$ cat config.mk
export PLATFORM = sky130hd
export DESIGN_NAME = pingpong_ctrl
export DESIGN_NICKNAME = d
export VERILOG_FILES = /design/src/rtl/pingpong_ctrl.sv
export SDC_FILE = /design/constraint.sdc
export NUM_CORES = 1
export LEC_CHECK = 0
export BUFFER_PORTS_ARGS = -buffer_cell sky130_fd_sc_hd__buf_2
export CORE_UTILIZATION = 40
export DETAILED_ROUTE_END_ITERATION = 8
export GPL_TIMING_DRIVEN = 0
export SYNTH_ARGS = -nofsm -noshare
export SYNTH_HDL_FRONTEND = slang
export SYNTH_SLANG_ARGS = --single-unit
$ cat constraint.sdc
create_clock -name clk -period 2.59 [get_ports clk]
set_input_delay 0.3885 -clock clk [delete_from_list [all_inputs] [get_ports clk]]
set_output_delay 0.3885 -clock clk [all_outputs]
set_load 0.05 [all_outputs]
$ cat src/rtl/pingpong_ctrl.sv
// Ping-pong buffer controller: alternates two external memory banks between a writer
// and a reader. Each bank is handed over whole, either when filled or flushed early.
module pingpong_ctrl #(
   parameter int DEPTH      = 16,
   parameter int ADDR_WIDTH = 4
) (
   input  logic                  clk,
   input  logic                  rst,
   input  logic                  wr_valid,
   output logic                  wr_ready,
   input  logic                  wr_flush,
   output logic                  sl_din,
   output logic                  we1,
   output logic                  we2,
   output logic [ADDR_WIDTH-1:0] waddr,
   input  logic                  rd_ready,
   output logic                  sl_dout,
   output logic                  re,
   output logic [ADDR_WIDTH-1:0] raddr,
   output logic                  rd_valid,
   output logic                  rd_last,
   output logic [1:0]            bank_full
);

   localparam int LEN_W = ADDR_WIDTH + 1;
   localparam logic [ADDR_WIDTH-1:0] LAST_ADDR = ADDR_WIDTH'(DEPTH - 1);

   logic                  r_slDin;
   logic                  r_slDout;
   logic [ADDR_WIDTH-1:0] r_wcnt;
   logic [ADDR_WIDTH-1:0] r_rcnt;
   logic [1:0]            r_full;
   logic [LEN_W-1:0]      r_len1;
   logic [LEN_W-1:0]      r_len2;
   logic                  r_rdValid;
   logic                  r_rdLast;

   logic                  w_wrBankFull;
   logic                  w_rdBankFull;
   logic                  w_accept;
   logic                  w_close;
   logic [LEN_W-1:0]      w_closeLen;
   logic [LEN_W-1:0]      w_rdLen;
   logic                  w_rdLastWord;
   logic                  w_release;
   logic [1:0]            w_fullNext;

   // Bank1 maps to full bit 0 and is selected when a select line is 1.
   always_comb begin
      w_wrBankFull = r_slDin  ? r_full[0] : r_full[1];
      w_rdBankFull = r_slDout ? r_full[0] : r_full[1];
      w_rdLen      = r_slDout ? r_len1    : r_len2;

      wr_ready = ~w_wrBankFull;
      w_accept = wr_valid & wr_ready & ~rst;
      we1      = w_accept & r_slDin;
      we2      = w_accept & ~r_slDin;
      waddr    = r_wcnt;

      // A flush closes the bank only if it would hold at least one word.
      w_closeLen = {1'b0, r_wcnt} + {{ADDR_WIDTH{1'b0}}, w_accept};
      w_close    = (w_accept & (r_wcnt == LAST_ADDR))
                 | (wr_flush & ~rst & ((r_wcnt != '0) | w_accept));

      re           = w_rdBankFull & rd_ready & ~rst;
      raddr        = r_rcnt;
      w_rdLastWord = ({1'b0, r_rcnt} == (w_rdLen - LEN_W'(1)));
      w_release    = re & w_rdLastWord;

      w_fullNext = r_full;
      if (w_release) w_fullNext[~r_slDout] = 1'b0;
      if (w_close)   w_fullNext[~r_slDin]  = 1'b1;
   end

   always_ff @(posedge clk) begin
      if (rst) begin
         r_slDin   <= 1'b1;
         r_slDout  <= 1'b1;
         r_wcnt    <= '0;
         r_rcnt    <= '0;
         r_full    <= 2'b00;
         r_len1    <= '0;
         r_len2    <= '0;
         r_rdValid <= 1'b0;
         r_rdLast  <= 1'b0;
      end else begin
         if (w_close) begin
            r_wcnt  <= '0;
            r_slDin <= ~r_slDin;
            if (r_slDin) r_len1 <= w_closeLen;
            else         r_len2 <= w_closeLen;
         end else if (w_accept) begin
            r_wcnt <= r_wcnt + ADDR_WIDTH'(1);
         end

         if (re) begin
            if (w_rdLastWord) begin
               r_rcnt   <= '0;
               r_slDout <= ~r_slDout;
            end else begin
               r_rcnt <= r_rcnt + ADDR_WIDTH'(1);
            end
         end

         r_full    <= w_fullNext;
         r_rdValid <= re;
         r_rdLast  <= w_release;
      end
   end

   assign sl_din    = r_slDin;
   assign sl_dout   = r_slDout;
   assign bank_full = r_full;
   assign rd_valid  = r_rdValid;
   assign rd_last   = r_rdLast;

endmodule

======== After elaboration in Yosys (flattened, before gate mapping) ========
Index checks and enable logic that the tools add are counted.
word-level totals
  register bits ........................... 24
  input port bits ......................... 5
cells by class
  add/sub/neg operators ................... 4
  order comparisons ....................... 4
  equality and inequality tests ........... 2
  multiplexer cells ....................... 10
  bitwise gates (word level) .............. 19
  reductions and logical operators ........ 7
operators with widths
  operator             count
  $and 1x1->1          10
  $add 4x1->4 const B  2
  $reduce_and 2->1     3
  $add 4x1->5          1
  $eq 4x5->1           1
  $mux 5               1
  $sub 5x1->5 const B  1
  $eq 4x4->1 const B   1
  $lt 1x2->1 const B   2
  $mux 1               4
  $mux 2               2
  $mux 4               1
  $not 1->1            4
  $reduce_bool 4->1    1
  $and 2x2->2          1
  $demux 1 s1          2
  $ge 1x1->1 const B   2
  $logic_and 1x1->1    2
  $not 2->2            1
  $or 1x1->1           2
  $or 2x2->2           1
  $reduce_or 2->1      1

======== Longest topological paths before layout ========
Gate-level depths: netlist (run 1).
  word-level depth ........................ 10
  depth in mapped cells ................... 8
  gate-level depth less buffers ........... 8

======== Worst setup path after synthesis (run 1) ========
No wires, ideal clock.
  path type ............................... register to output
  from .................................... register r_slDin (netlist: sl_din)
  to ...................................... output we1
  data arrival time ....................... 2.294 ns
  required time ........................... 2.202 ns
  path slack .............................. -0.092 ns
  cell stages (with the launch flop) ...... 5
  path buffers ............................ 1
  cells stage by stage .................... dfxtp_1 -> buf_4 -> mux2i_4 -> nor3b_2 -> and2_1
between the ends
  word-level cells in the longest chain between the ends .. 5
ends and longest elaborated chain
  item                      RTL line  text
  start: declaration        28        logic r_slDin;
  start signal: assignment  89        r_slDin <= ~r_slDin;
  $mux 1                    50        w_wrBankFull = r_slDin ? r_full[0] : r_full[1];
  $not 1->1                 54        wr_ready = ~w_wrBankFull;
  via wr_ready              10        output logic wr_ready,
  $and 1x1->1 (2 in a row)  55        w_accept = wr_valid & wr_ready & ~rst;
  via w_accept              40        logic w_accept;
  $and 1x1->1               56        we1 = w_accept & r_slDin;
  end: declaration          13        output logic we1,
The timed path passes the listed nets, and every way through them passes these cells.

======== Final worst setup path (run 1) ========
  from .................................... register r_slDin (netlist: sl_din)
  to ...................................... output we1
between the ends
  word-level cells in the longest chain between the ends .. 5
ends and longest elaborated chain
  item                      RTL line
  $mux 1                    50
  $not 1->1                 54
  $and 1x1->1 (2 in a row)  55
  via w_accept              40
  $and 1x1->1               56
The timed path passes the listed nets, and every way through them passes these cells.

==> run_results.csv, run 1 <==
group,metric,value,unit
synthesis,synth_common_cells,"dfxtp_1, nor2_1, mux2i_1, xor2_1",
layout,multi_input_area,806,µm²
global_route,overflow,0,
detailed_routing,initialDrtViolationCount,33,
power_and_ir_drop,power.density,488,nW/µm²
synthesis,synthArstFlopShare,0,%
detailed_routing,wirelength,2510,µm
clock_network,cts_num_sinks,24,
floorplan,core_area,3130,µm²
floorplan,io_pins,23,
synthesis,synth_top_cell_by_area,"dfxtp_1",
synthesis,ys_ff_latch,24,
global_route,grt_antenna_before_repair,0,
floorplan,die_w,60.0,µm
synthesis,synth_top_area_share,35.8,%
sta,fmax,420,MHz
synthesis,ys_types,42,
sta,worst_pin_slew,447,ps
detailed_routing,drt.antenna.violating_nets,0,
detailed_routing,drc,0,
layout,final_cell_area,1580,µm²
layout,n_antenna_cell,0,
global_route,grt_pass1_wl,4100,µm
synthesis,syn_inst,140,
status,outcome,"completed",
power_and_ir_drop,ir_worst_vdd,394,µV
sta,max_slew_margin,70.2,%
setup_path,regToRegSetupSlack,240,ps
sta,period_share,91.9,%
synthesis,synthMostInstantiatedCell,"dfxtp_1",
clock_network,clockBufferDepth,2,
synthesis,ys.flop_type,"dfxtp_1",
setup_path,critPathMaxFanout,10,
synthesis,yosysSeqAreaShare,35.8,%
synthesis,ys_top_cells_by_area,"dfxtp_1, mux2i_1, ha_1",
synthesis,syn_area_per_cell,9.60,µm²
sta,rsz0062_at_grt,"false",
sta,slew_viol_final,0,
setup_path,crit_type,"register to output port",
synthesis,ys_warn_count,0,
detailed_routing,post_drt_wl_per_cell,11.9,µm
clock_network,cts_tree,"done",
clock_network,clk_pin_slew,150,ps
global_route,grt_pass1_vias,906,
layout,drive_gt1_share,27.1,%
sta,tns,0,ps
detailed_routing,vias,1038,
global_route,grt_max_degree,15,
layout,fin_nets,178,
clock_network,numCtsBuffers,3,
synthesis,synth_edf_count,0,
sta,hold_viol_final,0,
layout,final.fill_count,324,
place,globalplace.congestion,0.783,
run,cap_violations,0,
setup_path,worstPathRequired,2200,ps
power_and_ir_drop,p_leak,0.711,nW
place,dp_hpwl,1900,µm
clock_network,post_cts_buffers,0,
synthesis,synth.net_count,151,
floorplan,num_rows,20,
detailed_routing,drt-pass1-iter-count,4,
clock_network,h-tree-depth,1,
layout,seqCellArea,483,µm²
clock_network,hold_buffers,0,
setup_path,critPathCaptureType,"output port",
layout,syn2layout_area_growth,17.4,%
floorplan,dieArea,3600,µm²
floorplan,fp.dieH,60.0,µm
setup_path,start_kind,"register",
detailed_routing,viasPerCell,4.94,
place,port_buffers,22,
place,placed_area,1520,µm²
global_route,grt.total_usage,15.5,%
sta,setup_viol,0,
hold_path,hp-class,"primary input to register",
sta,skew,20.4,ps
floorplan,start_util,43.0,%
sta,post-route-min-period,2380,ps
clock_network,insertion_delay,330,ps
setup_path,arrival,1990,ps
clock_network,cts-root-buf,"clkbuf_4",
synthesis,netlist_area,1340,µm²
## per-stage QoR
stage          hold slack [ps]  setup slack, ps  total power, mW  instances  utilization (%)
6_report                   311              209            0.769        210             50.4
5_1_grt                    291             43.3            0.801        210             50.4
4_1_cts                    307              127            0.771        210             50.2
3_5_place_dp               449              159            0.499        206             48.5
3_3_place_gp               446              186            0.498        206             48.5
2_1_floorplan              433             78.6            0.475        140                -
## final timing paths
| check | startpoint | end | cells past startpoint |
|---|---|---|---|
| setup / recovery | sl_din | we1 | 5 |
| hold / removal | rd_ready | rd_valid | 2 |
| setup reg to reg | sl_dout | sl_dout | 8 |
| hold reg to reg | r_len1[0] | r_len1[0] | 2 |
## power by group
part           leakage (nW)  internal, mW  switching [mW]  total, mW
clock network        0.0279         0.157           0.121      0.278
registers             0.193         0.375         0.00682      0.382
logic                 0.490        0.0381          0.0710      0.109
total                 0.711         0.570           0.199      0.769
## cell families (layout without fill, tap and decap cells)
logic type / count (synthesis) / count (layout) / share of synthesized area, %
simple gates: 52 / 52 / 22.5
mux: 18 / 18 / 14.4
flops: 24 / 24 / 35.8
buf+inv: 14 / 40 / 5.31
xor+xnor: 11 / 11 / 7.17
fa+ha+maj: 6 / 6 / 5.59
compound gates: 15 / 15 / 9.22
## routing by layer
| layer | wire [µm] | up-vias | global-route usage, % |
|---|---|---|---|
| li1 | - | 543 | - |
| met1 | 1330 | 474 | 21.9 |
| met2 | 1080 | 17 | 22.9 |
| met3 | 76 | 4 | 3.90 |
| met4 | 29 | 0 | 4.98 |
| met5 | 0 | - | 0 |
## registers in the layout, summed over array words and instances, names as in the netlist
| register | cells |
|---|---|
| rd_valid | 1 |
| bank_full | 2 |
| r_len1 | 5 |
| sl_dout | 1 |
| rd_last | 1 |
| raddr | 4 |
| waddr | 4 |
| sl_din | 1 |
| r_len2 | 5 |
## worst max-delay path, stage by stage, from the launching register on
cell and delay, ps:
dfxtp_2 350, buf_4 180, mux2i_4 300, nor3b_4 380
and2_2 200, buf_2 250
## layout make-up
cell class	instances	share of cell area, %
inverters	7	1.67
repair buffers	22	6.98
clock buffers	3	1.43
plain buffers	7	2.85
flip-flops and latches	24	30.6
multi-input cells	102	51.1
clock inverters	1	1.90
well taps	44	3.49
## cell usage in the layout, fill, tap and decap left out, types with 2 or more instances in the layout
master and n:
dfxtp_1 22, buf_2 22, nor2_1 17, mux2i_1 16
xor2_1 7, inv_1 6, nand2_1 6, ha_1 6
a21oi_1 5, nand3_1 4, xnor2_1 4, nor3_1 4
buf_4 3, clkbuf_1 3, nand4_1 3, clkbuf_4 3
nor3b_4 2, or3b_2 2, o21ai_0 2, nor3b_1 2
dfxtp_2 2
## repair_timing
item / 4_1_cts / 5_1_grt
endpoints found under the hold margin: 0 / 0
setup endpoints to repair: 0 / 4
gates resized for setup: 0 / 2
(Power assumes the default switching activity.)
==> run 2: changes to the inputs <==
--- a/config.mk
+++ b/config.mk
@@ -9,6 +9,7 @@
 export CORE_UTILIZATION = 40
 export DETAILED_ROUTE_END_ITERATION = 8
 export GPL_TIMING_DRIVEN = 0
+export RECOVER_POWER = 25
 export SYNTH_ARGS = -nofsm -noshare
 export SYNTH_HDL_FRONTEND = slang
 export SYNTH_SLANG_ARGS = --single-unit
==> run_results.csv, run 2 (synthesized netlist as in run 1, its figures left out) <==
group,metric,value,unit
detailed_routing,wirelength,2520,µm
floorplan,die_w,60.0,µm
sta,hold_viol_final,0,
floorplan,core_area,3130,µm²
clock_network,numCtsBuffers,3,
setup_path,arrival,1990,ps
setup_path,max_stage_delay,380,ps
sta,rsz0062_at_grt,"false",
setup_path,rr_endpoint,"sl_dout",
clock_network,h-tree-depth,1,
sta,setup_viol,0,
sta,period_share,91.9,%
hold_path,hp-class,"primary input to register",
layout,final_cell_area,1570,µm²
detailed_routing,drt-pass1-iter-count,4,
layout,layout_commonest_cell,"dfxtp_1",
floorplan,dieArea,3600,µm²
clock_network,cts_num_sinks,24,
layout,syn2layout_area_growth,16.6,%
layout,utilization,50.1,%
detailed_routing,drt.antenna.violating_nets,0,
clock_network,post_cts_buffers,0,
sta,post-route-min-period,2380,ps
sta,fmax,420,MHz
floorplan,fp.dieH,60.0,µm
place,globalplace.congestion,0.783,
place,port_buffers,22,
power_and_ir_drop,ir_worst_vdd,394,µV
setup_path,worstPathRequired,2200,ps
detailed_routing,viasPerCell,4.91,
hold_path,min_path_cells,2,
detailed_routing,initialDrtViolationCount,43,
hold_path,min_to,"rd_valid",
detailed_routing,post_drt_wl_per_cell,12.0,µm
global_route,overflow,0,
setup_path,start_kind,"register",
setup_path,path_buf_inv,2,
layout,mostFrequentLayoutCells,"dfxtp_1, nor2_1, mux2i_1, buf_2, clkbuf_1",
clock_network,cts_tree,"done",
place,dp_cells,206,
sta,worst_pin_slew,594,ps
setup_path,critPathLaunch,"sl_din",
global_route,grt.total_usage,15.5,%
sta,slew_viol_final,0,
layout,n_antenna_cell,0,
detailed_routing,vias,1031,
global_route,grt_max_degree,15,
hold_path,hp-start,"rd_ready",
sta,skew,20.6,ps
clock_network,cts-root-buf,"clkbuf_4",
place,placed_area,1520,µm²
setup_path,regToRegSetupSlack,240,ps
setup_path,ff2ff_path_depth,8,
power_and_ir_drop,power.density,491,nW/µm²
global_route,grt_pass1_vias,906,
layout,drive_gt1_share,21.7,%
sta,max_slew_margin,60.6,%
setup_path,crit_type,"register to output port",
global_route,grt_pass1_wl,4100,µm
place,dp_hpwl,1900,µm
detailed_routing,drc,0,
global_route,grt_antenna_before_repair,0,
power_and_ir_drop,p_leak,0.678,nW
setup_path,path_cells,"buf_4 -> mux2i_4 -> nor3b_4 -> and2_2 -> buf_2",
layout,fin_nets,178,
setup_path,critPathCaptureType,"output port",
clock_network,clockBufferDepth,2,
run,cap_violations,0,
setup_path,r2r_start,"sl_dout",
floorplan,io_pins,23,
layout,largestRegisters,"r_len1 x5, r_len2 x5",
clock_network,insertion_delay,330,ps
floorplan,start_util,43.0,%
setup_path,critPathMaxFanout,10,
layout,instances_no_fill,210,
setup_path,path_delay_family,"simple AND/OR/NAND/NOR gates",
status,outcome,"completed",
setup_path,slowest_stage,"nor3b_4",
sta,tns,0,ps
power_and_ir_drop,p_total,769,µW
clock_network,clk_pin_slew,150,ps
floorplan,num_rows,20,
[run 2: cell count changes in the layout (fill, tap and decap cells not counted)]
cell	before	now
buf_2	22	13
clkbuf_1	3	12
[run 2: how the worst max path moves through the flow]
stage	end	slack [ps]	cells after the start
final	we1	210	5
after global routing	bank_full[0]	40	8
after CTS	we1	130	5
after detailed placement	sl_dout	160	8
after global placement	bank_full[0]	190	8
after floorplan	sl_dout	80	8
[run 2: worst register-to-register path: cells and delay by family, from the launching register on]
family | cells | cell delay [ps]
simple gates | 3 | 640
flops | 1 | 430
mux | 2 | 590
buf+inv | 1 | 80
compound gates | 1 | 370
fa+ha+maj | 1 | 190
[run 2: per-layer routing]
layer | GRT usage (%) | vias to the layer above | wire length, µm
met5 | 0 | - | 0
met4 | 4.98 | 0 | 29
met3 | 3.90 | 4 | 77
met2 | 22.9 | 17 | 1080
met1 | 21.9 | 469 | 1330
li1 | - | 541 | -
[run 2: what timing repair did]
| action | 4_1_cts | 5_1_grt |
|---|---|---|
| hold endpoints to repair | 0 | 0 |
| hold buffers | 0 | 0 |
| endpoints found under the setup margin | 0 | 4 |
| gates resized for setup | 0 | 2 |
[run 2: report_power, final]
group	switching [mW]	internal (mW)	total [mW]
sequential	0.00688	0.375	0.382
combinational	0.0711	0.0374	0.108
clock	0.121	0.157	0.278
total	0.199	0.569	0.769
[run 2: cell type report]
class / instances / area, µm²
fillers: 332 / 1560
multi-input cells: 102 / 806
flip-flops and latches: 24 / 483
repair buffers: 22 / 98.8
well taps: 44 / 55.1
plain buffers: 7 / 45.0
clock inverters: 1 / 30.0
inverters: 7 / 26.3
clock buffers: 3 / 22.5
[run 2: per-stage QoR]
| step | setup WS, ps | hold slack [ps] |
|---|---|---|
| after floorplan | 78.6 | 433 |
| final | 209 | 310 |
| after CTS | 127 | 307 |
| after global placement | 186 | 446 |
| after detailed placement | 159 | 449 |
| after global routing | 42.3 | 291 |
